### src/rtl/alu_pkg.sv
// Shared ALU definitions: opcodes, flag bit positions, sequencer state codes.
package alu_pkg;

  localparam logic [2:0] ADD    = 3'd0;
  localparam logic [2:0] SUB    = 3'd1;
  localparam logic [2:0] SHIFT  = 3'd2;
  localparam logic [2:0] AND    = 3'd3;
  localparam logic [2:0] ORR    = 3'd4;
  localparam logic [2:0] XOR    = 3'd5;
  localparam logic [2:0] XNOR   = 3'd6;
  localparam logic [2:0] OP_MAX = 3'd6;

  localparam int F_NEG  = 3;
  localparam int F_POS  = 2;
  localparam int F_ZERO = 1;
  localparam int F_OVF  = 0;

  typedef enum logic [2:0] {
    S_A    = 3'd0,
    S_B    = 3'd1,
    S_OP   = 3'd2,
    S_EXEC = 3'd3,
    S_OUT  = 3'd4
  } state_t;

endpackage

### src/rtl/btn_sync_edge.sv
// Button synchronizer plus registered rising-edge detect: one pulse per press,
// SYNC_STAGES+1 cycles after the button rises.
module btn_sync_edge #(
  parameter int SYNC_STAGES = 2
) (
  input  logic i_clk,
  input  logic i_rst_n,
  input  logic i_btn,
  output logic o_pulse
);

  logic [SYNC_STAGES-1:0] r_sync;
  logic                   r_prev;
  logic                   r_pulse;

  // Shift the raw level into the clock domain, then flag the 0->1 transition.
  always_ff @(posedge i_clk or negedge i_rst_n) begin
    if (!i_rst_n) begin
      r_sync  <= '0;
      r_prev  <= 1'b0;
      r_pulse <= 1'b0;
    end else begin
      r_sync  <= {r_sync[SYNC_STAGES-2:0], i_btn};
      r_prev  <= r_sync[SYNC_STAGES-1];
      r_pulse <= r_sync[SYNC_STAGES-1] & ~r_prev;
    end
  end

  assign o_pulse = r_pulse;

endmodule

### src/rtl/alu_operand_sequencer.sv
// Operand/opcode entry sequencer in front of a combinational ALU: gathers
// arg0, arg1 and opcode from one bus, captures the ALU result and offers it
// downstream on valid/ready, and counts overflow results.
import alu_pkg::*;

module alu_operand_sequencer #(
  parameter int W           = 10,
  parameter int OPW         = 3,
  parameter int SYNC_STAGES = 2,
  parameter int CNT_W       = 8
) (
  input  logic             i_clk,
  input  logic             i_rst_n,
  input  logic [W-1:0]     i_data,
  input  logic             i_enter,
  input  logic             i_abort,
  output logic [W-1:0]     o_arg0,
  output logic [W-1:0]     o_arg1,
  output logic [OPW-1:0]   o_oper,
  input  logic [W-1:0]     i_result,
  input  logic [3:0]       i_flag,
  output logic [W-1:0]     o_result_q,
  output logic [3:0]       o_flag_q,
  output logic             o_valid,
  input  logic             i_ready,
  output logic             o_err,
  output logic [2:0]       o_state,
  output logic [CNT_W-1:0] o_ovf_cnt
);

  state_t           r_state, w_state_nxt;
  logic             w_enter_p;
  logic [OPW-1:0]   w_op;
  logic             w_op_legal;
  logic             w_ld_arg0, w_ld_arg1, w_ld_oper, w_bad_op, w_capture;
  logic [W-1:0]     r_arg0, r_arg1, r_result_q;
  logic [OPW-1:0]   r_oper;
  logic [3:0]       r_flag_q;
  logic             r_valid, r_err;
  logic [CNT_W-1:0] r_ovf_cnt;

  btn_sync_edge #(.SYNC_STAGES(SYNC_STAGES)) u_enter_sync (
    .i_clk   (i_clk),
    .i_rst_n (i_rst_n),
    .i_btn   (i_enter),
    .o_pulse (w_enter_p)
  );

  assign w_op       = i_data[OPW-1:0];
  assign w_op_legal = (w_op <= OPW'(OP_MAX));

  // Abort wins everywhere, so every load strobe is qualified by !i_abort.
  assign w_ld_arg0 = !i_abort && w_enter_p && (r_state == S_A);
  assign w_ld_arg1 = !i_abort && w_enter_p && (r_state == S_B);
  assign w_ld_oper = !i_abort && w_enter_p && (r_state == S_OP) && w_op_legal;
  assign w_bad_op  = !i_abort && w_enter_p && (r_state == S_OP) && !w_op_legal;
  assign w_capture = !i_abort && (r_state == S_EXEC);

  // State register.
  always_ff @(posedge i_clk or negedge i_rst_n) begin
    if (!i_rst_n) r_state <= S_A;
    else          r_state <= w_state_nxt;
  end

  // Next-state logic; enter pulses outside A/B/OP fall through unused.
  always_comb begin
    w_state_nxt = r_state;
    if (i_abort) begin
      w_state_nxt = S_A;
    end else begin
      case (r_state)
        S_A:     if (w_enter_p) w_state_nxt = S_B;
        S_B:     if (w_enter_p) w_state_nxt = S_OP;
        S_OP:    if (w_enter_p && w_op_legal) w_state_nxt = S_EXEC;
        S_EXEC:  w_state_nxt = S_OUT;
        S_OUT:   if (i_ready) w_state_nxt = S_A;
        default: w_state_nxt = S_A;
      endcase
    end
  end

  // Operand/opcode registers, result capture, overflow counter, handshake.
  always_ff @(posedge i_clk or negedge i_rst_n) begin
    if (!i_rst_n) begin
      r_arg0     <= '0;
      r_arg1     <= '0;
      r_oper     <= '0;
      r_result_q <= '0;
      r_flag_q   <= '0;
      r_valid    <= 1'b0;
      r_err      <= 1'b0;
      r_ovf_cnt  <= '0;
    end else begin
      if (w_ld_arg0) r_arg0 <= i_data;
      if (w_ld_arg1) r_arg1 <= i_data;
      if (w_ld_oper) r_oper <= w_op;
      r_err <= w_bad_op;
      if (w_capture) begin
        r_result_q <= i_result;
        r_flag_q   <= i_flag;
        if (i_flag[F_OVF] && (r_ovf_cnt != {CNT_W{1'b1}}))
          r_ovf_cnt <= r_ovf_cnt + CNT_W'(1);
      end
      // Valid is simply "we will be in S_OUT": set from EXEC, held while
      // stalled, dropped on transfer or abort.
      r_valid <= (w_state_nxt == S_OUT);
    end
  end

  assign o_arg0     = r_arg0;
  assign o_arg1     = r_arg1;
  assign o_oper     = r_oper;
  assign o_result_q = r_result_q;
  assign o_flag_q   = r_flag_q;
  assign o_valid    = r_valid;
  assign o_err      = r_err;
  assign o_state    = r_state;
  assign o_ovf_cnt  = r_ovf_cnt;

endmodule

### config.mk
export PLATFORM = sky130hd
export DESIGN_NAME = alu_operand_sequencer
export DESIGN_NICKNAME = d
export VERILOG_FILES = /design/src/rtl/alu_pkg.sv /design/src/rtl/btn_sync_edge.sv /design/src/rtl/alu_operand_sequencer.sv
export SDC_FILE = /design/constraint.sdc
export NUM_CORES = 1
export LEC_CHECK = 0
export BUFFER_PORTS_ARGS = -buffer_cell sky130_fd_sc_hd__buf_2
export CAP_MARGIN = 5
export CORE_AREA = 4 4 86 68
export DETAILED_ROUTE_END_ITERATION = 8
export DIE_AREA = 0 0 90 72
export PLACE_DENSITY = 0.73
export SETUP_SLACK_MARGIN = 0.4
export SYNTH_ARGS = -nofsm -noshare
export SYNTH_HDL_FRONTEND = slang
export SYNTH_SLANG_ARGS = --single-unit
export TNS_END_PERCENT = 10
### constraint.sdc
create_clock -name i_clk -period 1.66 [get_ports i_clk]
set_input_delay 0.332 -clock i_clk [delete_from_list [all_inputs] [get_ports i_clk]]
set_output_delay 0.332 -clock i_clk [all_outputs]
set_load 0.01 [all_outputs]
==> impl_results.md, run 1 <==
* Final setup fails at 2
* Post-Place Worst Slack at -0.09141 ns
* Failing checks: negative setup slack
* WP data arrival at 1.90 ns
* Deepest clock path buffer count at 2
* Vias at 1521
* DP Wirelength at approximately 3200 microns
* DRC at 0
* Mapped Avg Cell Area at 14.51 sq um
* Crit Path Max Fanout at 2
* Leakage power at 1.549 nW
* Clock latency on the worst-skew pair at 0.30 ns
* Share of cells above drive strength 1 at between 50% and 60%
* Number of H-tree levels at 2
* Combinational share of power at around a fifth
* Final GP Congestion at 0.7332
* NumNets Final at 271
* Final period util at 103.0%
* Initial Util at 41.59%
* Hold Vio Cnt, Final at 0
* Setup CP Type: flip-flop to flip-flop
* Min cycle time layout at between 1.5 and 2 ns
* Row count at 23
* Hold crit path type: input pin to asynchronous set/reset pin
* Register area share after synthesis at 63.79%
* Ys async rst share at between 90% and 100%
* Part of the power in registers at 52.0%
* Sw Share at 25.23%
* P&R area growth vs syn at 38.10%
* Total GRT Usage at 13.93%
* Max-slew headroom at 77.72%
* Non-filler cells, final at 304
* RSZ-0062 raised after global routing: true
* Initial antenna violation count at 0
* N_diodes at 0
* Synth area leaders: dfrtp_1 64%, mux2_2 19%, nor2_1 1.2%
* Final setup TNS at -0.05228 ns
* Yosys top cell area share at 63.79%
* Filler cells at between 400 and 500
* Clock skew at 0.01285 ns
* Post-Route WL at 4334 microns
* Critical Path Start Type: flip-flop
* Yosys reg bits at 54
* Yosys cell types at 32
* Vias in the first global route at 1577
* Register Area at ~1400 sq um
* Clk slew on worst S/H paths at roughly 0.090 ns
* Fmax achieved at between 0.5 and 0.6 GHz
* Pwr dens at 1030 nW/um^2
* Fin Hold WS at ~0.016 ns
* Drt pass-1 iters at 4
* Chip Height at 72 microns
* Most numerous cell in the Yosys netlist: dfrtp_1
* Post-DP Area at 2683 sq um
* Routed Antenna Nets at 0
* Internal power at around 2.3 mW
* Final WS setup at -0.04954 ns
* Slew Viols, Final at 0
* Num CTS Buffers at 5
* Critical Path RT at 1.85 ns
* Post-Route Utilization at 57.43%
* Final Instance Area at 2925 sq um
* Synth Flop Type: dfrtp_1
* Pin count of the biggest net entering global routing at 55
* Die X at 90 microns
* Via/cell ratio at ~5
* Gr ovfl total at 0
* Total power at 3.012 mW
* Sw Pwr at between 0.7 and 0.8 mW
* Wire length per cell at 14.26 microns
* CTS tree: done
* Root Buffer: clkbuf_8
* Global-route wire length before repair at between 7000 and 8000 microns
* Syn Std Cell Area at 2118 sq um
* Hold-fix buffers at CTS at 0
* Critical Path End Type: flip-flop
* Number of port buffers at 78
* Max-cap violations at 0
* TritonCTS Sinks at 54
* Footprint of the multi-input gates at 814.5 sq um
* Status: complete, but fails checks
* IO Pins at 79
* Placeable core region at 5094 sq um
* Peak VDD IR at 550.0 uV
* Syn Nets at 176
* Clk pwr share at 28.9%
* Placed insts at 296
* Die Footprint at 6480 sq um
* Synth Instances at 146
* Worst-Margin Slew at approximately 0.33 ns
* Ys Warns at 0
* DR iter-0 viols at 20
* Most instantiated cells after synthesis: 54 x dfrtp_1, 35 x mux2_2, 7 x nor2_1
* EDFF count, synth at 0
* Yosys top cell by area: dfrtp_1
-- sequential cells by signal (all words and copies together) (netlist names) --
register / count
o_err: 1
u_enter_sync.o_pulse: 1
o_state: 3
o_arg1: 10
o_flag_q: 4
o_valid: 1
o_result_q: 10
u_enter_sync.r_prev: 1
o_ovf_cnt: 8
o_oper: 3
u_enter_sync.r_sync: 2
o_arg0: 10
-- critical path, cell delays in order (launching register included) --
cell      delay [ns]
dfrtp_2         0.40
and4bb_2        0.34
nand2_4         0.06
or4_4           0.51
mux2_4          0.30
-- final cells by class --
cell class              count  area share, %
clock buffers               5          2.352
clock inverters             3          1.497
repair buffers             91          19.03
inverters                   3         0.3849
multi-input cells          86          27.84
flip-flops and latches     54          46.24
well taps                  62          2.652
-- layout by cell type (no fill, tap or decap), types with 2 or more instances in the layout --
cell / netlist / routed
buf_12: 0 / 2
dfrtp_1: 54 / 53
mux2_2: 35 / 24
nand4_1: 2 / 2
a21oi_1: 2 / 2
nor2_1: 7 / 6
buf_2: 0 / 74
mux2_4: 0 / 12
nand2_1: 5 / 5
nor3_1: 2 / 2
nand3b_1: 2 / 2
xor2_1: 2 / 2
buf_4: 1 / 6
a41oi_1: 2 / 2
inv_1: 3 / 3
buf_6: 1 / 9
mux2i_1: 2 / 2
o22a_1: 3 / 3
clkbuf_8: 0 / 5
nand3_1: 4 / 3
-- layer usage --
layer	vias up	track usage (%)	wire [microns]
met5	-	0	0
met4	0	3.056	9
met3	2	5.492	380
met2	51	23.51	2085
met1	756	17.19	1859
li1	712	-	-
-- final timing paths --
check | endpoint | cells after the start | startpoint | slack [ns]
worst max-delay path | o_ovf_cnt[7]$_DFFE_PN0P_ | 4 | o_state[2]$_DFF_PN0_ | -0.05
worst min-delay path | o_flag_q[0]$_DFFE_PN0P_ | 2 | i_rst_n | 0.02
worst max register to register | o_ovf_cnt[7]$_DFFE_PN0P_ | 4 | o_state[2]$_DFF_PN0_ | -0.05
worst min register to register | u_enter_sync.r_sync[1]$_DFF_PN0_ | 0 | u_enter_sync.r_sync[0]$_DFF_PN0_ | 0.35
max in group asynchronous | o_state[2]$_DFF_PN0_ | 2 | i_rst_n | 1.39
min in group i_clk | u_enter_sync.r_sync[0]$_DFF_PN0_ | 1 | i_enter | 0.14
-- power by group through the flow --
stage	Combinational, mW	Sequential (mW)	Clock (mW)
4_1_cts	0.582	1.57	0.905
2_1_floorplan	0.161	1.67	0
6_report	0.574	1.57	0.871
3_3_place_gp	0.522	1.58	0
3_5_place_dp	0.530	1.59	0
5_1_grt	0.628	1.59	0.955
-- cells by family (layout without fill, tap and decap cells) --
| group | count (synthesis) | count (layout) | share of synthesized area (%) |
|---|---|---|---|
| DFF | 54 | 54 | 63.79 |
| AOI/OAI and AO/OA | 10 | 10 | 3.485 |
| xor gates and xnor gates | 3 | 3 | 1.241 |
| muxes | 38 | 38 | 20.08 |
| adders and majority gates | 1 | 1 | 0.5906 |
| and+or+nand+nor | 34 | 34 | 9.215 |
| buffers and inverters | 6 | 102 | 1.595 |
-- timing repair --
item | 4_1_cts | 5_1_grt
setup buffers | 0 | 0
gates cloned | 0 | 0
pin swaps | 9 | 6
gates resized for setup | 28 | 4
endpoints found under the setup margin | 50 | 52
Note: power is estimated with default switching activity, not from simulation.
==> run 2, diff against run 1 <==
--- a/config.mk
+++ b/config.mk
@@ -12,6 +12,7 @@
 export DIE_AREA = 0 0 90 72
 export PLACE_DENSITY = 0.73
 export SETUP_SLACK_MARGIN = 0.4
+export SKIP_LAST_GASP = 1
 export SYNTH_ARGS = -nofsm -noshare
 export SYNTH_HDL_FRONTEND = slang
 export SYNTH_SLANG_ARGS = --single-unit
==> run 2 against run 1 <==
Compared with the run above: critical path depth unchanged; wire length down 2.0%; fmax up 0.21%; sequential share of layout area up 2.0 points; clock power up 0.5%; first-iteration DRC count up 40%; sequential cell count unchanged; the run still ends with negative setup slack left; global-route usage down 0.18 points.
==> impl_results.md, run 2 (synthesis gave the netlist of run 1 again) <==
* Initial Util at between 40% and 50%
* Max-slew headroom at 77.77%
* Sw Share at about a quarter
* Final setup TNS at -0.04675 ns
* Final period util at 102.8%
* FF-to-FF path depth at 4
* DR iter-0 viols at 28
* Gr ovfl total at 0
* Num CTS Buffers at 5
* Total GRT Usage at 13.75%
* WP data arrival at 1.90 ns
* Final GP Congestion at between 0.7 and 0.8
* Clock skew at 0.01421 ns
* Status: complete, but fails checks
* RSZ-0062 raised after global routing: true
* Hold-fix buffers at CTS at 0
* Most common cell after layout, fill and taps aside: buf_2
* Footprint of the multi-input gates at 749.5 sq um
* Part of the power in registers at 52.8%
* Wire length per cell at 13.98 microns
* Number of port buffers at 78
* Min cycle time layout at 1.706 ns
* Critical Path RT at 1.85 ns
* Setup CP Type: flip-flop to flip-flop
* Slew Viols, Final at 0
* Row count at 23
* Initial antenna violation count at 0
* N_diodes at 0
* Crit Path Max Fanout at 2
* Final WS setup at -0.04593 ns
* NumNets Final at 271
* Total power at 2.956 mW
* CP top delay family: simple AND/OR/NAND/NOR gates
* CP max stage delay at approximately 0.5 ns
* Post-Place Worst Slack at -0.09141 ns
* Crit-path slowest cell: or4_4
* Worst-Margin Slew at 0.3321 ns
* Met1 wire length at 1814 microns
* Critical Path Start Type: flip-flop
* Filler cells at 444
* Crit path depth at 4
* Global-route wire length before repair at roughly 7200 microns
* Met3 WL at about 360 microns
* Critical Path End Type: flip-flop
* Via/cell ratio at 4.947
* DP Wirelength at 3150 microns
* Placeable core region at about 5100 sq um
* Number of H-tree levels at 2
* Internal power at 2.206 mW
* Share of cells above drive strength 1 at 57.85%
* Drt pass-1 iters at 4
* Combinational share of power at 17.6%
* Chip Height at 72 microns
* Clk slew on worst S/H paths at ~0.090 ns
* Reg2reg setup slack at -0.05 ns
* P&R area growth vs syn at 32.37%
* WL met2 at 2052 microns
* Hold crit path type: input pin to asynchronous set/reset pin
* Deepest clock path buffer count at 2
* Register Area at 1353 sq um
* Peak VDD IR at between 500 and 600 uV
* Leakage power at ~1.5 nW
* Die Footprint at 6480 sq um
* Pwr dens at 1054 nW/um^2
* Fmax achieved at 0.5862 GHz
* Clk pwr share at between 20 and 30%
* Max layer used: met4
* Die X at around 90 microns
* Vias at ~1500
* Routed Antenna Nets at 0
* Vias in the first global route at 1572
* Sw Pwr at 0.7501 mW
* CTS tree: done
* Root Buffer: clkbuf_8
* Max-cap violations at 0
* Clock latency on the worst-skew pair at 0.30 ns
* Final setup fails at 2
* Failing checks: negative setup slack
* Commonest non-fill, non-tap cells in the layout: 78 x buf_2, 53 x dfrtp_1, 34 x mux2_2, 12 x buf_4, 7 x nor2_1
* Fin Hold WS at 0.005085 ns
* CP Cell Sequence: and4bb_2 -> nand2_4 -> or4_4 -> mux2_4
* Post-Route WL at 4249 microns
* TritonCTS Sinks at 54
* Pin count of the biggest net entering global routing at 55
* DRC at 0
* Hold Vio Cnt, Final at 0
* Worst Path Buf+Inv at 0
* IO Pins at approximately 80
[run 2: changes by cell type in the layout (fill, tap and decap cells not counted), moves of 2 or more]
cell | previous run | this run
buf_2 | 74 | 78
buf_4 | 6 | 12
buf_6 | 9 | 0
mux2_2 | 24 | 34
mux2_4 | 12 | 2
nor2b_1 | 1 | 3
[run 2: repair_timing]
action | in CTS | in global routing
setup endpoints to repair | 50 | 53
gates resized for setup | 3 | 0
buffers inserted | 0 | 0
hold endpoints to repair | 0 | 0
pin swaps | 2 | 0
[run 2: final timing paths]
path / from / endpoint
max in group asynchronous: i_rst_n / o_state[2]$_DFF_PN0_
worst min register to register: u_enter_sync.r_sync[0]$_DFF_PN0_ / u_enter_sync.r_sync[1]$_DFF_PN0_
worst max-delay path: o_state[2]$_DFF_PN0_ / o_ovf_cnt[7]$_DFFE_PN0P_
worst min-delay path: i_rst_n / o_ovf_cnt[4]$_DFFE_PN0P_
worst max register to register: o_state[2]$_DFF_PN0_ / o_ovf_cnt[7]$_DFFE_PN0P_
min in group i_clk: i_enter / u_enter_sync.r_sync[0]$_DFF_PN0_
[run 2: area by class of cell]
cell class	instances	share of cell area, %
clock buffer	5	2.454
clock inverter	3	1.562
inverter	3	0.4016
multi-input combinational	86	26.73
sequential	54	48.24
tap	62	2.767
timing repair buffer	91	17.85
[run 2: routing by layer]
layer  GRT usage, %  up-vias
met5              0        -
met4          3.056        0
met3          5.389        4
met2          23.76       49
met1          16.51      743
li1               -      708
[run 2: power by group through the flow]
| stage | clock (mW) | sequential, mW | combinational (mW) |
|---|---|---|---|
| global placement | 0 | 1.58 | 0.522 |
| global route | 0.955 | 1.59 | 0.574 |
| detailed placement | 0 | 1.59 | 0.530 |
| finish | 0.875 | 1.56 | 0.521 |
| floorplan | 0 | 1.67 | 0.161 |
| CTS | 0.905 | 1.56 | 0.531 |
[run 2: worst reg2reg max path: cells and delay by family (launching register included)]
| kind | cells | cell delay, ns |
|---|---|---|
| multiplexers | 1 | 0.30 |
| AND/OR/NAND/NOR | 3 | 0.90 |
| flip-flops | 1 | 0.40 |
[run 2: through the flow]
stage	area (sq um)	util (%)	std cells
6_report	2804	55.05	304
2_1_floorplan	2131	-	146
4_1_cts	2804	55.05	304
5_1_grt	2804	55.05	304
3_5_place_dp	2683	52.67	296
3_3_place_gp	2683	52.67	296
==> run 3, diff against run 2 <==
==> constraint.sdc (replaced) <==
create_clock -name i_clk -period 1.66 [get_ports i_clk]
set_input_delay 0.083 -clock i_clk [delete_from_list [all_inputs] [get_ports i_clk]]
set_output_delay 0.083 -clock i_clk [all_outputs]
set_load 0.01 [all_outputs]
==> run 3 against run 2 <==
Compared with the run above: wire length is 4.9% higher; cell area is 0.22% lower; critical endpoint is now o_ovf_cnt[5]$_DFFE_PN0P_; combinational power hardly changed; clock-buffer cell count is 2 higher; the flow now finishes without violations; setup slack better by 0.047 ns; utilization is 0.12 points lower; total power is 5.7% lower; sequential power hardly changed; via count is 0.93% higher; fmax is 2.8% higher; highest routed layer unchanged.
==> impl_results.md, run 3 (synthesis gave the netlist of run 1 again) <==
* Critical Path Start Type: flip-flop
* Commonest non-fill, non-tap cells in the layout: 78 x buf_2, 53 x dfrtp_1, 34 x mux2_2, 9 x buf_4, 7 x nor2_1
* Placed insts at approximately 290
* Clock skew at 0.005852 ns
* Initial Util at about two fifths
* Gr ovfl total at 0
* Routed Antenna Nets at 0
* Peak VDD IR at about 700 uV
* Leakage power at ~1.5 nW
* Post-Route WL at 4459 microns
* Via/cell ratio at 4.977
* Post-DP Area at 2660 sq um
* Slew Viols, Final at 0
* Share of cells above drive strength 1 at 56.79%
* Reg2reg setup slack at 0.0009 ns
* Final period util at 99.95%
* Total GRT Usage at a little over an eighth
* Placeable core region at 5094 sq um
* Status: completed
* Hold crit path type: input pin to flip-flop
* Final setup fails at 0
* Setup CP Type: flip-flop to flip-flop
* Wire length per cell at 14.62 microns
* Max-cap violations at 0
* P&R area growth vs syn at 32.07%
* Initial antenna violation count at 0
* Final WS setup at 0.0009124 ns
* Vias at between 1500 and 2000
* Most common cell after layout, fill and taps aside: buf_2
* RSZ-0062 raised after global routing: true
* N_diodes at 0
* Post-Route Utilization at 54.93%
* Num CTS Buffers at 5
* Clk slew on worst S/H paths at ~0.09 ns
* Critical Path RT at 1.84 ns
* DR iter-0 viols at 32
* CTS tree: done
* FF-to-FF path depth at 5
* CP max stage delay at ~0.41 ns
* Die X at 90 microns
* Critical Path End Type: flip-flop
* Row count at 23
* Final GP Congestion at 0.7661
* Pin count of the biggest net entering global routing at 32
* WP data arrival at 1.84 ns
* Filler cells at 448
* Clock latency on the worst-skew pair at 0.29 ns
* Crit-path slowest cell: dfrtp_2
* Number of H-tree levels at 2
* Non-filler cells, final at 305
* Number of port buffers at around 80
* Global-route wire length before repair at between 7000 and 8000 microns
* DRC at 0
* Vias in the first global route at roughly 1500
* Post-Place Worst Slack at -0.04511 ns
* Fmax achieved at 0.6027 GHz
* Worst hold path depth at 2
* Hold Vio Cnt, Final at 0
* Pwr dens at 996.2 nW/um^2
* TritonCTS Sinks at 54
* CP Cell Sequence: and4bb_2 -> nand2_4 -> buf_6 -> or3_4 -> mux2_4
* Root Buffer: clkbuf_8
* Min cycle time layout at 1.659 ns
* Die Footprint at 6480 sq um
* Max-slew headroom at roughly 62%
* Crit Path Max Fanout at 2
* IO Pins at 79
* Worst-Margin Slew at 0.5710 ns
* Chip Height at ~72 microns
* Total power at around 2.8 mW
* DP Wirelength at 3223 microns
* Final Instance Area at ~2800 sq um
* Drt pass-1 iters at 4
* Fin Hold WS at 0.01241 ns
* Final setup TNS at 0 ns
* NumNets Final at 272
* Deepest clock path buffer count at 2
## run 3: layout make-up
cell class                      instances  area [sq um]  share of cell area (%)
Sequential cell                        54          1353                   48.35
Inverter                                3         11.26                  0.4025
Clock buffer                            7         76.32                   2.728
Tap cell                               62         77.57                   2.773
Clock inverter                          1         7.507                  0.2683
Timing Repair Buffer                   92         520.5                   18.60
Multi-Input combinational cell         86         752.0                   26.88
## run 3: repair_timing
action                                  4_1_cts  5_1_grt
hold endpoints to repair                     24        0
endpoints found under the setup margin       44       46
buffers inserted                              0        2
resized for setup                             1        5
pin swaps                                     1        4
hold buffers                                  2        0
## run 3: worst paths after layout
check                                                  from                               end
setup / recovery                       o_state[2]$_DFF_PN0_          o_ovf_cnt[5]$_DFFE_PN0P_
hold / removal                                  i_result[4]         o_result_q[4]$_DFFE_PN0P_
setup reg to reg                       o_state[2]$_DFF_PN0_          o_ovf_cnt[5]$_DFFE_PN0P_
hold reg to reg            u_enter_sync.r_sync[0]$_DFF_PN0_  u_enter_sync.r_sync[1]$_DFF_PN0_
max in group asynchronous                           i_rst_n             o_arg1[9]$_DFFE_PN0P_
min in group asynchronous                           i_rst_n                 o_valid$_DFF_PN0_
## run 3: critical path: cells and delay by family, from the launching register on
family | cells | cell delay (ns)
buffers and inverters | 1 | 0.11
DFF | 1 | 0.41
muxes | 1 | 0.30
and+or+nand+nor | 3 | 0.73
## run 3: power by group
part,switching [mW],internal [mW]
Sequential,0.0824,1.48
Combinational,0.252,0.270
Clock,0.400,0.299
## run 3: per-layer routing
| metal | part of all wire (%) | routed length (microns) | vias to the layer above | GRT usage (%) |
|---|---|---|---|---|
| met5 | 0 | 0 | - | 0 |
| met4 | 0.18 | 8 | 0 | 3.565 |
| met3 | 8.8 | 391 | 2 | 5.907 |
| met2 | 49 | 2177 | 52 | 21.77 |
| met1 | 42 | 1881 | 753 | 17.26 |
| li1 | - | - | 711 | - |
